[src/rtl/ping_pkg.sv]
// Shared types and default widths for the ping sequencer.
package ping_pkg;

    typedef enum logic [1:0] {
        IDLE   = 2'd0,
        LISTEN = 2'd1,
        ACCUM  = 2'd2,
        REPORT = 2'd3
    } ping_state_e;

    localparam int PERIOD_W_DEF = 12;
    localparam int NPING_W_DEF  = 4;
    localparam int GUARD_DEF    = 0;
    localparam int OUT_W_DEF    = 24;

endpackage

[src/rtl/ping_sequencer_if.sv]
// Command, strobe and result handshake bundle of the ping sequencer.
// With PING_HIT_COUNT_EN defined it also carries res_hits.
interface ping_sequencer_if #(
    parameter int OUT_W = ping_pkg::OUT_W_DEF
`ifdef PING_HIT_COUNT_EN
    , parameter int NPING_W = ping_pkg::NPING_W_DEF
`endif
);
    logic             start;
    logic             stop;
    logic             echo_stb;
    logic             tx_stb;
    logic             busy;
    logic             res_valid;
    logic             res_ready;
    logic [OUT_W-1:0] res_data;
`ifdef PING_HIT_COUNT_EN
    logic [NPING_W:0] res_hits;

    modport master (
        input  start, stop, echo_stb, res_ready,
        output tx_stb, busy, res_valid, res_data, res_hits
    );
    modport slave (
        output start, stop, echo_stb, res_ready,
        input  tx_stb, busy, res_valid, res_data, res_hits
    );
`else
    modport master (
        input  start, stop, echo_stb, res_ready,
        output tx_stb, busy, res_valid, res_data
    );
    modport slave (
        output start, stop, echo_stb, res_ready,
        input  tx_stb, busy, res_valid, res_data
    );
`endif
endinterface

[src/rtl/ping_window.sv]
// Ping window: window counter, TX strobe, guard blanking and first/last echo capture.
module ping_window #(
    parameter int PERIOD_W = 12,
    parameter int GUARD    = 0
) (
    input  logic                clk,
    input  logic                rst_n,
    input  logic                restart_i,
    input  logic                listen_i,
    input  logic                echo_stb_i,
    output logic                tx_stb_o,
    output logic                win_last_o,
    output logic                hit_o,
    output logic [PERIOD_W-1:0] first_o,
    output logic [PERIOD_W-1:0] last_o
);
    logic [PERIOD_W-1:0] win_cnt_q, win_cnt_d;
    logic [PERIOD_W-1:0] first_q, first_d, last_q, last_d;
    logic                hit_q, hit_d, tx_stb_q;
    logic                guard_ok_s;

    if (GUARD == 0) begin : g_no_guard
        assign guard_ok_s = 1'b1;
    end else begin : g_guard
        assign guard_ok_s = (win_cnt_q >= PERIOD_W'(GUARD));
    end

    // Next window count and echo capture; leaving LISTEN clears the ping state.
    always_comb begin
        win_cnt_d = win_cnt_q;
        first_d   = first_q;
        last_d    = last_q;
        hit_d     = hit_q;
        if (restart_i || !listen_i) begin
            win_cnt_d = {PERIOD_W{1'b0}};
            hit_d     = 1'b0;
        end else begin
            win_cnt_d = win_cnt_q + PERIOD_W'(1'b1);
            if (echo_stb_i && guard_ok_s) begin
                if (!hit_q) begin
                    first_d = win_cnt_q;
                end else begin
                    first_d = first_q;
                end
                hit_d  = 1'b1;
                last_d = win_cnt_q;
            end else begin
                hit_d = hit_q;
            end
        end
    end

    // Window registers; tx_stb is high in the cycle where win_cnt is zero after a restart.
    always_ff @(posedge clk or negedge rst_n) begin
        if (!rst_n) begin
            win_cnt_q <= {PERIOD_W{1'b0}};
            first_q   <= {PERIOD_W{1'b0}};
            last_q    <= {PERIOD_W{1'b0}};
            hit_q     <= 1'b0;
            tx_stb_q  <= 1'b0;
        end else begin
            win_cnt_q <= win_cnt_d;
            first_q   <= first_d;
            last_q    <= last_d;
            hit_q     <= hit_d;
            tx_stb_q  <= restart_i;
        end
    end

    assign tx_stb_o   = tx_stb_q;
    assign win_last_o = listen_i && (win_cnt_q == {PERIOD_W{1'b1}});
    assign hit_o      = hit_q;
    assign first_o    = first_q;
    assign last_o     = last_q;
endmodule

[src/rtl/ping_sequencer.sv]
// Ping sequencer top: accumulates first/last echo times over 2^NPING_W pings, reports the averaged sum.
// Optional PING_HIT_COUNT_EN adds res_hits, the number of pings with a qualifying echo.
module ping_sequencer
    import ping_pkg::*;
#(
    parameter int PERIOD_W = PERIOD_W_DEF,
    parameter int NPING_W  = NPING_W_DEF,
    parameter int GUARD    = GUARD_DEF,
    parameter int OUT_W    = OUT_W_DEF
) (
    input  logic             clk,
    input  logic             rst_n,
    ping_sequencer_if.master bus
);
    localparam int SUM_W = PERIOD_W + NPING_W;

    ping_state_e         state_q, state_d;
    logic                run_q, run_d;
    logic [NPING_W-1:0]  ping_idx_q, ping_idx_d;
    logic [SUM_W-1:0]    sum_begin_q, sum_begin_d, sum_end_q, sum_end_d;
    logic                res_valid_q, res_valid_d;
    logic [OUT_W-1:0]    res_data_q, res_data_d;
    logic                busy_q;
    logic                restart_s, listen_s, win_last_s, hit_s, tx_stb_s;
    logic [PERIOD_W-1:0] first_s, last_s;
`ifdef PING_HIT_COUNT_EN
    localparam int HITS_W = NPING_W + 1;
    logic [HITS_W-1:0]   hits_q, hits_d, res_hits_q, res_hits_d;
`endif

    assign listen_s = (state_q == LISTEN);

    ping_window #(
        .PERIOD_W (PERIOD_W),
        .GUARD    (GUARD)
    ) u_window (
        .clk        (clk),
        .rst_n      (rst_n),
        .restart_i  (restart_s),
        .listen_i   (listen_s),
        .echo_stb_i (bus.echo_stb),
        .tx_stb_o   (tx_stb_s),
        .win_last_o (win_last_s),
        .hit_o      (hit_s),
        .first_o    (first_s),
        .last_o     (last_s)
    );

    // Sequencer next state, accumulation and result latching; stop outranks start.
    always_comb begin
        state_d     = state_q;
        run_d       = run_q;
        ping_idx_d  = ping_idx_q;
        sum_begin_d = sum_begin_q;
        sum_end_d   = sum_end_q;
        res_valid_d = res_valid_q;
        res_data_d  = res_data_q;
        restart_s   = 1'b0;
`ifdef PING_HIT_COUNT_EN
        hits_d      = hits_q;
        res_hits_d  = res_hits_q;
`endif
        case (state_q)
            IDLE: begin
                if (bus.start && !bus.stop) begin
                    state_d     = LISTEN;
                    run_d       = 1'b1;
                    ping_idx_d  = {NPING_W{1'b0}};
                    sum_begin_d = {SUM_W{1'b0}};
                    sum_end_d   = {SUM_W{1'b0}};
                    restart_s   = 1'b1;
`ifdef PING_HIT_COUNT_EN
                    hits_d      = {HITS_W{1'b0}};
`endif
                end else begin
                    state_d = IDLE;
                end
            end
            LISTEN: begin
                if (bus.stop) begin
                    state_d = IDLE;
                    run_d   = 1'b0;
                end else if (win_last_s) begin
                    state_d = ACCUM;
                end else begin
                    state_d = LISTEN;
                end
            end
            ACCUM: begin
                if (bus.stop) begin
                    state_d = IDLE;
                    run_d   = 1'b0;
                end else begin
                    if (hit_s) begin
                        sum_begin_d = sum_begin_q + SUM_W'(first_s);
                        sum_end_d   = sum_end_q + SUM_W'(last_s);
`ifdef PING_HIT_COUNT_EN
                        hits_d      = hits_q + HITS_W'(1'b1);
`endif
                    end else begin
                        sum_begin_d = sum_begin_q;
                        sum_end_d   = sum_end_q;
                    end
                    ping_idx_d = ping_idx_q + NPING_W'(1'b1);
                    if (ping_idx_q == {NPING_W{1'b1}}) begin
                        res_valid_d = 1'b1;
                        res_data_d  = OUT_W'(sum_begin_d >> NPING_W) + OUT_W'(sum_end_d >> NPING_W);
`ifdef PING_HIT_COUNT_EN
                        res_hits_d  = hits_d;
`endif
                        state_d     = REPORT;
                    end else begin
                        restart_s = 1'b1;
                        state_d   = LISTEN;
                    end
                end
            end
            REPORT: begin
                if (bus.stop) begin
                    run_d = 1'b0;
                end else begin
                    run_d = run_q;
                end
                if (res_valid_q && bus.res_ready) begin
                    res_valid_d = 1'b0;
                    if (run_q && !bus.stop) begin
                        state_d     = LISTEN;
                        ping_idx_d  = {NPING_W{1'b0}};
                        sum_begin_d = {SUM_W{1'b0}};
                        sum_end_d   = {SUM_W{1'b0}};
                        restart_s   = 1'b1;
`ifdef PING_HIT_COUNT_EN
                        hits_d      = {HITS_W{1'b0}};
`endif
                    end else begin
                        state_d = IDLE;
                    end
                end else begin
                    state_d = REPORT;
                end
            end
            default: begin
                state_d = IDLE;
                run_d   = 1'b0;
            end
        endcase
    end

    // Sequencer state and output registers.
    always_ff @(posedge clk or negedge rst_n) begin
        if (!rst_n) begin
            state_q     <= IDLE;
            run_q       <= 1'b0;
            ping_idx_q  <= {NPING_W{1'b0}};
            sum_begin_q <= {SUM_W{1'b0}};
            sum_end_q   <= {SUM_W{1'b0}};
            res_valid_q <= 1'b0;
            res_data_q  <= {OUT_W{1'b0}};
            busy_q      <= 1'b0;
`ifdef PING_HIT_COUNT_EN
            hits_q      <= {HITS_W{1'b0}};
            res_hits_q  <= {HITS_W{1'b0}};
`endif
        end else begin
            state_q     <= state_d;
            run_q       <= run_d;
            ping_idx_q  <= ping_idx_d;
            sum_begin_q <= sum_begin_d;
            sum_end_q   <= sum_end_d;
            res_valid_q <= res_valid_d;
            res_data_q  <= res_data_d;
            busy_q      <= (state_d != IDLE);
`ifdef PING_HIT_COUNT_EN
            hits_q      <= hits_d;
            res_hits_q  <= res_hits_d;
`endif
        end
    end

    assign bus.tx_stb    = tx_stb_s;
    assign bus.busy      = busy_q;
    assign bus.res_valid = res_valid_q;
    assign bus.res_data  = res_data_q;
`ifdef PING_HIT_COUNT_EN
    assign bus.res_hits  = res_hits_q;
`endif
endmodule

[src/flat_wrapper.sv]
// flat-port wrapper written by rule: the top's interface ports become plain ports
module ping_sequencer_flat import ping_pkg::*;
#(
    parameter int PERIOD_W = PERIOD_W_DEF,
    parameter int NPING_W  = NPING_W_DEF,
    parameter int GUARD    = GUARD_DEF,
    parameter int OUT_W    = OUT_W_DEF
)
  (clk, rst_n, bus_start, bus_stop, bus_echo_stb, bus_res_ready, bus_tx_stb, bus_busy, bus_res_valid, bus_res_data);
  ping_sequencer_if #(.OUT_W(OUT_W)) bus_i ();
  input  logic clk;
  input  logic rst_n;
  input wire logic [$bits(bus_i.start)-1:0] bus_start;
  input wire logic [$bits(bus_i.stop)-1:0] bus_stop;
  input wire logic [$bits(bus_i.echo_stb)-1:0] bus_echo_stb;
  input wire logic [$bits(bus_i.res_ready)-1:0] bus_res_ready;
  output wire logic [$bits(bus_i.tx_stb)-1:0] bus_tx_stb;
  output wire logic [$bits(bus_i.busy)-1:0] bus_busy;
  output wire logic [$bits(bus_i.res_valid)-1:0] bus_res_valid;
  output wire logic [$bits(bus_i.res_data)-1:0] bus_res_data;
  assign bus_i.start = bus_start;
  assign bus_i.stop = bus_stop;
  assign bus_i.echo_stb = bus_echo_stb;
  assign bus_i.res_ready = bus_res_ready;
  assign bus_tx_stb = bus_i.tx_stb;
  assign bus_busy = bus_i.busy;
  assign bus_res_valid = bus_i.res_valid;
  assign bus_res_data = bus_i.res_data;
  ping_sequencer #(.PERIOD_W(PERIOD_W), .NPING_W(NPING_W), .GUARD(GUARD), .OUT_W(OUT_W)) u_core (.clk(clk), .rst_n(rst_n), .bus(bus_i));
endmodule
[config.mk]
export PLATFORM = sky130hd
export DESIGN_NAME = ping_sequencer_flat
export DESIGN_NICKNAME = d
export VERILOG_FILES = /design/src/rtl/ping_pkg.sv /design/src/rtl/ping_sequencer_if.sv /design/src/rtl/ping_window.sv /design/src/rtl/ping_sequencer.sv /design/src/flat_wrapper.sv
export SDC_FILE = /design/constraint.sdc
export NUM_CORES = 1
export LEC_CHECK = 0
export ABC_AREA = 0
export ABC_CLOCK_PERIOD_IN_PS = 3700
export CORE_MARGIN = 4
export CORE_UTILIZATION = 55
export CTS_CLUSTER_DIAMETER = 50
export CTS_CLUSTER_SIZE = 12
export DETAILED_ROUTE_END_ITERATION = 10
export GPL_TIMING_DRIVEN = 0
export PLACE_DENSITY = 0.84
export SLEW_MARGIN = 20
export SYNTH_ARGS = -nofsm -noshare
export SYNTH_HDL_FRONTEND = slang
export SYNTH_SLANG_ARGS = --single-unit
[constraint.sdc]
create_clock -name clk -period 3.7 [get_ports clk]
set_clock_uncertainty 0.05 [all_clocks]
set_input_delay 1.11 -clock clk [delete_from_list [all_inputs] [get_ports clk]]
set_output_delay 1.11 -clock clk [all_outputs]
set_load 0.01 [all_outputs]
==> impl_metrics.ini, run 1 <==
[clock_network]
cts_tree = built
postCtsHoldBufs = 0
cts_root_buf = clkbuf_8
cts_sinks = 92
clk_latency_ns = 0.38
htreeDepth = 3
cts_max_path_buffers = 2
cts.clk_slew.worst_paths_ns = 0.10
numCtsBuffers = 9

[worst_hold_path]
hold_depth = 2
holdPathEnd = u_core.bus.res_data[3]
hold_path_class = flop to flop
hp-start = u_core.bus.res_data[3]

[sta]
timing.final.hold_violations = 0
slew_headroom_pct = 48.3
period_minus_slack_ns = 3.70
finalCritPeriodShare_pct = 100
setup_violations = 0
slew_violations = 0
max_freq_mhz = 270
worst_pin_slew_ns = 0.774
rsz0062_at_grt = true
setup_slack_ns = 0.000266

[floorplanning]
fp-row-count = 37
die_area_um2 = 12200
ios = 33
die_w_um = 111
die_y_um = 111
initial_utilization_pct = 56.4
core_um2 = 10300

[layout]
area_growth_pct = 15.9
layout-drive-gt1-share_pct = 19.8
layout_common_cells = dfrtp_1 (91), nand2_1 (57), o21ai_0 (36)
n_antenna_cell = 0
num-fill-cells = 790
final_cells = 788
final_common_cell = dfrtp_1
final_nets = 694

[critical_path]
reg2regPathDepth = 18
cp-start-kind = flop
crit_buf_inv = 2
worstSetupPathDepth = 18
path_max_fanout = 3
end_kind = flop
r2r_start = u_core.sum_begin_q[0]
crit_path_cell_trace = ha_4, inv_2, fa_2, nand2b_4, nand2b_1, a21oi_2, xnor2_1, mux2_4, ha_4, fa_2, a21o_1, a21oi_2, o31ai_2, a211oi_2, buf_4, nor2_2, xor2_1, mux2_4
timing.rr.end = u_core.bus.res_data[8]
cp_top_family = adder cells
cp_slowest_cell = dfrtp_1
r2r_slack_ns = 0.0003
critPathRequiredTime_ns = 3.93
max_stage_delay_ns = 0.41
worst_ep_arrival_time_ns = 3.93
crit_type = flop to flop

[drt]
via_per_inst = 6.06
drc_errors = 0
first_pass_iters = 9
wl_per_cell_um = 18.1
wirelength_um = 14200
drtAntennaViolNets = 0
dr_total_vias = 4772
drt_iter0_markers = 333

[place]
gp_congestion = 0.907
dp_hpwl_um = 10400
io_buffer_count = 20
numPlacedInstances = 758
pre_cts_ws_ns = -0.819

[synthesis]
synth_area_um2 = 5800
netlist_instances = 591
synth_flop_cell = dfrtp_1
synth_area_per_cell_um2 = 9.81
synth.area.top_cells = dfrtp_1 (40%), ha_1 (8.2%), mux2_2 (5.8%), nand2_1 (3.8%), o21ai_0 (3.4%)
ys_types = 63
yosys_warnings = 0
synthArstFlopShare_pct = 100
synth_top_area_share_pct = 39.7
synth_top_area_cell = dfrtp_1
seq_area_frac_synth_pct = 39.7
yosys_register_bits = 92
synth_edf_count = 0

[global_routing]
grt_overflow_total = 0
grt_pass1_vias = 4949
grt_max_degree = 60
grt_pass1_wl_um = 23900
antenna_found_initial = 0
gr-usage-all-layers_pct = 23.6

[power]
irDropWorstVdd_v = 0.000308
p_leak_nw = 3.18
power_density_nw_per_um2 = 373

[run_status]
outcome = finished, final reports clean

[flow_run]
drv_cap = 0
## through the flow
| stage | total power [mW] | instance area [µm²] | TNS (ns) | utilization (%) | hold slack, ns |
|---|---|---|---|---|---|
| finish | 2.51 | 6720 | 0 | 65.4 | 0.446 |
| global route | 2.62 | 6720 | -0.401 | 65.4 | 0.475 |
| CTS | 2.46 | 6590 | 0 | 64.1 | 0.445 |
| detailed placement | 1.77 | 6230 | -3.45 | 60.6 | 0.423 |
| global placement | 1.75 | 6210 | -167.28 | 60.4 | 0.414 |
| floorplan | 1.56 | 5840 | 0 | - | 0.404 |
## final cells by class
cell class	instances	area (µm²)	share of cell area (%)
multi-input cells	457	3480	51.7
flip-flops and latches	92	2300	34.3
clock inverters	7	66.3	0.987
well taps	136	170	2.53
repair buffers	35	330	4.92
inverters	18	67.6	1.01
clock buffers	9	124	1.84
plain buffers	34	180	2.68
## Yosys cell counts, types with 3 or more instances
library cell  instances
a211oi_2              3
a21o_1               13
a21oi_1              37
a221oi_1              3
a22o_1               18
a31oi_1               3
a32o_1                4
and3_1                5
buf_2                 3
buf_4                11
clkbuf_1             19
dfrtp_1              92
fa_1                  3
ha_1                 38
inv_1                18
mux2_2               30
mux2i_1               3
nand2_1              58
nand2b_1             12
nand3_1              23
nand4_1               3
nor2_1               30
nor2b_1               4
nor3_1                8
o211ai_1              5
o21a_1                4
o21ai_0              39
o21ai_1               8
o21bai_1              3
o31ai_1               4
or2_2                 4
or3_1                 9
xnor2_1              19
xor2_1               16
## worst reg2reg max path: stages, from the launching register on
cell and delay [ns]:
dfrtp_1 0.41, ha_4 0.17, inv_2 0.04, fa_2 0.36, nand2b_4 0.17, nand2b_1 0.09, a21oi_2 0.07, xnor2_1 0.12
mux2_4 0.29, ha_4 0.18, fa_2 0.34, a21o_1 0.17, a21oi_2 0.17, o31ai_2 0.10, a211oi_2 0.27, buf_4 0.16
nor2_2 0.03, xor2_1 0.15, mux2_4 0.26
## what timing repair did
action                                  in CTS  in global routing
pin swaps                                   10                  5
setup buffers                                7                  7
endpoints found under the setup margin       8                  5
resized for setup                           29                 15
## metal layers
layer / global-route usage (%) / vias up / wire length, µm
met4: 9.28 / 0 / 299
met2: 39.7 / 133 / 7110
met3: 3.28 / 23 / 666
met1: 31.0 / 2386 / 6150
met5: 0 / - / 0
li1: - / 2230 / -
## power breakdown
part           internal (mW)  switching (mW)  leakage (nW)
Combinational          0.253           0.400          1.84
Sequential              1.09          0.0795          1.25
Clock                  0.310           0.378        0.0992
## how the worst max path moves through the flow
stage | startpoint | end | slack (ns)
final | u_core.sum_begin_q[0] | u_core.bus.res_data[8] | 0.0003
after global routing | u_core.sum_begin_q[0] | u_core.bus.res_data[12] | -0.13
after CTS | u_core.sum_begin_q[2] | u_core.bus.res_data[11] | 0.0005
after detailed placement | u_core.u_window.hit_o | u_core.bus.res_data[12] | -0.82
after global placement | rst_n | u_core.sum_end_q[0] | -1.79
after floorplan | u_core.u_window.first_o[0] | u_core.bus.res_data[12] | 0.03
## logic make-up (layout without fill, tap and decap cells)
| family | count (synthesis) | in the layout | share of synthesized area (%) |
|---|---|---|---|
| other | 1 | 11 | 0.0647 |
| muxes | 33 | 33 | 6.35 |
| buffers and inverters | 52 | 103 | 4.14 |
| AOI/OAI and AO/OA | 166 | 166 | 20.4 |
| adders and majority gates | 41 | 41 | 9.24 |
| and+or+nand+nor | 169 | 169 | 14.2 |
| xor gates and xnor gates | 37 | 37 | 5.85 |
| DFF | 92 | 92 | 39.7 |
## state kept, by name, summed over array words and instances (netlist names)
signal	cells
u_core.bus.busy	1
u_core.bus.res_data	13
u_core.bus.res_valid	1
u_core.ping_idx_q	4
u_core.run_q	1
u_core.state_q	2
u_core.sum_begin_q	16
u_core.sum_end_q	16
u_core.u_window.first_o	12
u_core.u_window.hit_o	1
u_core.u_window.last_o	12
u_core.u_window.tx_stb_o	1
u_core.u_window.win_cnt_q	12
Power figures use the tool's default switching activity.
==> inputs of run 2 (changes only) <==
Settings changed: SETUP_SLACK_MARGIN set to 0.5.
==> impl_metrics.ini, run 2 (synthesized netlist as in run 1, its figures left out) <==
[run_status]
outcome = finished, final reports clean

[power]
irDropWorstVdd_v = 0.000335
p_leak_nw = 3.29
power_density_nw_per_um2 = 366

[critical_path]
cp-start-kind = flop
max_stage_delay_ns = 0.49
crit_path_cell_trace = clkbuf_4, buf_4, buf_4, mux2_4, ha_4, fa_2, a21o_1, a21oi_2, o31ai_2, a211oi_2, o31ai_2, a2111oi_2, nor3_2
worst_ep_arrival_time_ns = 3.85
path_max_fanout = 10
cp_slowest_cell = dfrtp_1
critPathRequiredTime_ns = 3.91
crit_type = flop to flop
end_kind = flop

[drt]
drtAntennaViolNets = 0
via_per_inst = 6.12
drc_errors = 0
wl_per_cell_um = 18.7
wirelength_um = 15000
drt_iter0_markers = 459
first_pass_iters = 4
dr_total_vias = 4906

[sta]
timing.final.hold_violations = 0
worst_pin_slew_ns = 0.823
finalCritPeriodShare_pct = 98.5
slew_violations = 0
setup_violations = 0
max_freq_mhz = 275
period_minus_slack_ns = 3.64
fin_tns_setup_ns = 0
rsz0062_at_grt = true
slew_headroom_pct = 45.0

[clock_network]
cts_sinks = 92
htreeDepth = 3
cts_tree = built
cts_max_path_buffers = 2
numCtsBuffers = 9
clk_latency_ns = 0.38
cts_root_buf = clkbuf_8
cts.clk_slew.worst_paths_ns = 0.10

[global_routing]
gr-usage-all-layers_pct = 23.9
grt_pass1_vias = 4833
antenna_found_initial = 0
grt_overflow_total = 0
grt_max_degree = 51
grt_pass1_wl_um = 23900

[layout]
fin_util_pct = 68.7
layout-drive-gt1-share_pct = 25.0
n_antenna_cell = 0
final_common_cell = dfrtp_1
final_nets = 707
layout_common_cells = dfrtp_1 (92), nand2_1 (55), buf_4 (40)
fin_area_um2 = 7060
area_growth_pct = 21.9
final_cells = 801
num-fill-cells = 760

[floorplanning]
fp-row-count = 37
core_um2 = 10300
die_y_um = 111
ios = 33
initial_utilization_pct = 56.4
die_w_um = 111
die_area_um2 = 12200

[place]
dpl-instance-area_um2 = 6300
gp_congestion = 0.896
numPlacedInstances = 758
dp_hpwl_um = 10400
io_buffer_count = 20

[worst_hold_path]
hold_path_class = flop to flop

[flow_run]
drv_cap = 0
run 2: cell types whose count changed in the layout (fill, tap and decap cells not counted), moves of 3 or more:
cell | previous run | this run
buf_4 | 27 | 40
ha_4 | 6 | 11
a21oi_1 | 33 | 29
a21oi_2 | 3 | 6
clkinv_2 | 4 | 1
ha_1 | 30 | 27
run 2: per-stage QoR:
step | total power, mW | setup WS [ns] | hold slack, ns
detailed placement | 1.79 | -0.274 | 0.420
CTS | 2.55 | 0.0985 | 0.443
floorplan | 1.57 | 0.326 | 0.404
global route | 2.71 | -0.0590 | 0.474
global placement | 1.76 | -1.87 | 0.416
finish | 2.59 | 0.0571 | 0.449
run 2: cell type report:
class                      instances  area [µm²]  share of cell area, %
buffer                            34         183                   2.59
clock buffer                      11         151                   2.14
clock inverter                     5        60.1                  0.850
inverter                          18        67.6                  0.956
multi-input combinational        457        3700                   52.4
sequential                        92        2300                   32.6
tap                              136         170                   2.41
timing repair buffer              48         432                   6.11
run 2: what timing repair did:
action / in CTS / in global routing
pin swaps: 27 / 15
setup endpoints to repair: 9 / 7
setup buffers: 20 / 7
hold buffers: 0 / 0
resized for setup: 33 / 31
run 2: worst paths after layout:
kind                                        startpoint                      end  slack, ns  cells after the start
max in group asynchronous                        rst_n             u_core.run_q       2.42                      2
worst max-delay path             u_core.u_window.hit_o  u_core.bus.res_data[12]       0.06                     13
worst max register to register   u_core.u_window.hit_o  u_core.bus.res_data[12]       0.06                     13
worst min-delay path            u_core.bus.res_data[5]   u_core.bus.res_data[5]       0.45                      2
worst min register to register  u_core.bus.res_data[5]   u_core.bus.res_data[5]       0.45                      2
min in group asynchronous                        rst_n      u_core.sum_end_q[6]       0.58                      1
run 2: worst max-delay path: cells and delay by family, from the launching register on:
kind / cells / cell delay (ns)
AOI/OAI and AO/OA: 6 / 1.23
adders and majority gates: 2 / 0.53
buffers and inverters: 3 / 0.80
DFF: 1 / 0.49
muxes: 1 / 0.38
and+or+nand+nor: 1 / 0.06
run 2: power by group:
group | internal (mW) | switching [mW]
logic | 0.273 | 0.424
clock network | 0.351 | 0.373
registers | 1.08 | 0.0818
total | 1.71 | 0.880
run 2: layer usage:
layer  part of all wire [%]  track usage [%]
met1                     42             31.0
met2                     49             39.5
met3                    5.8             3.88
met4                    3.9             10.5
met5                      0                0
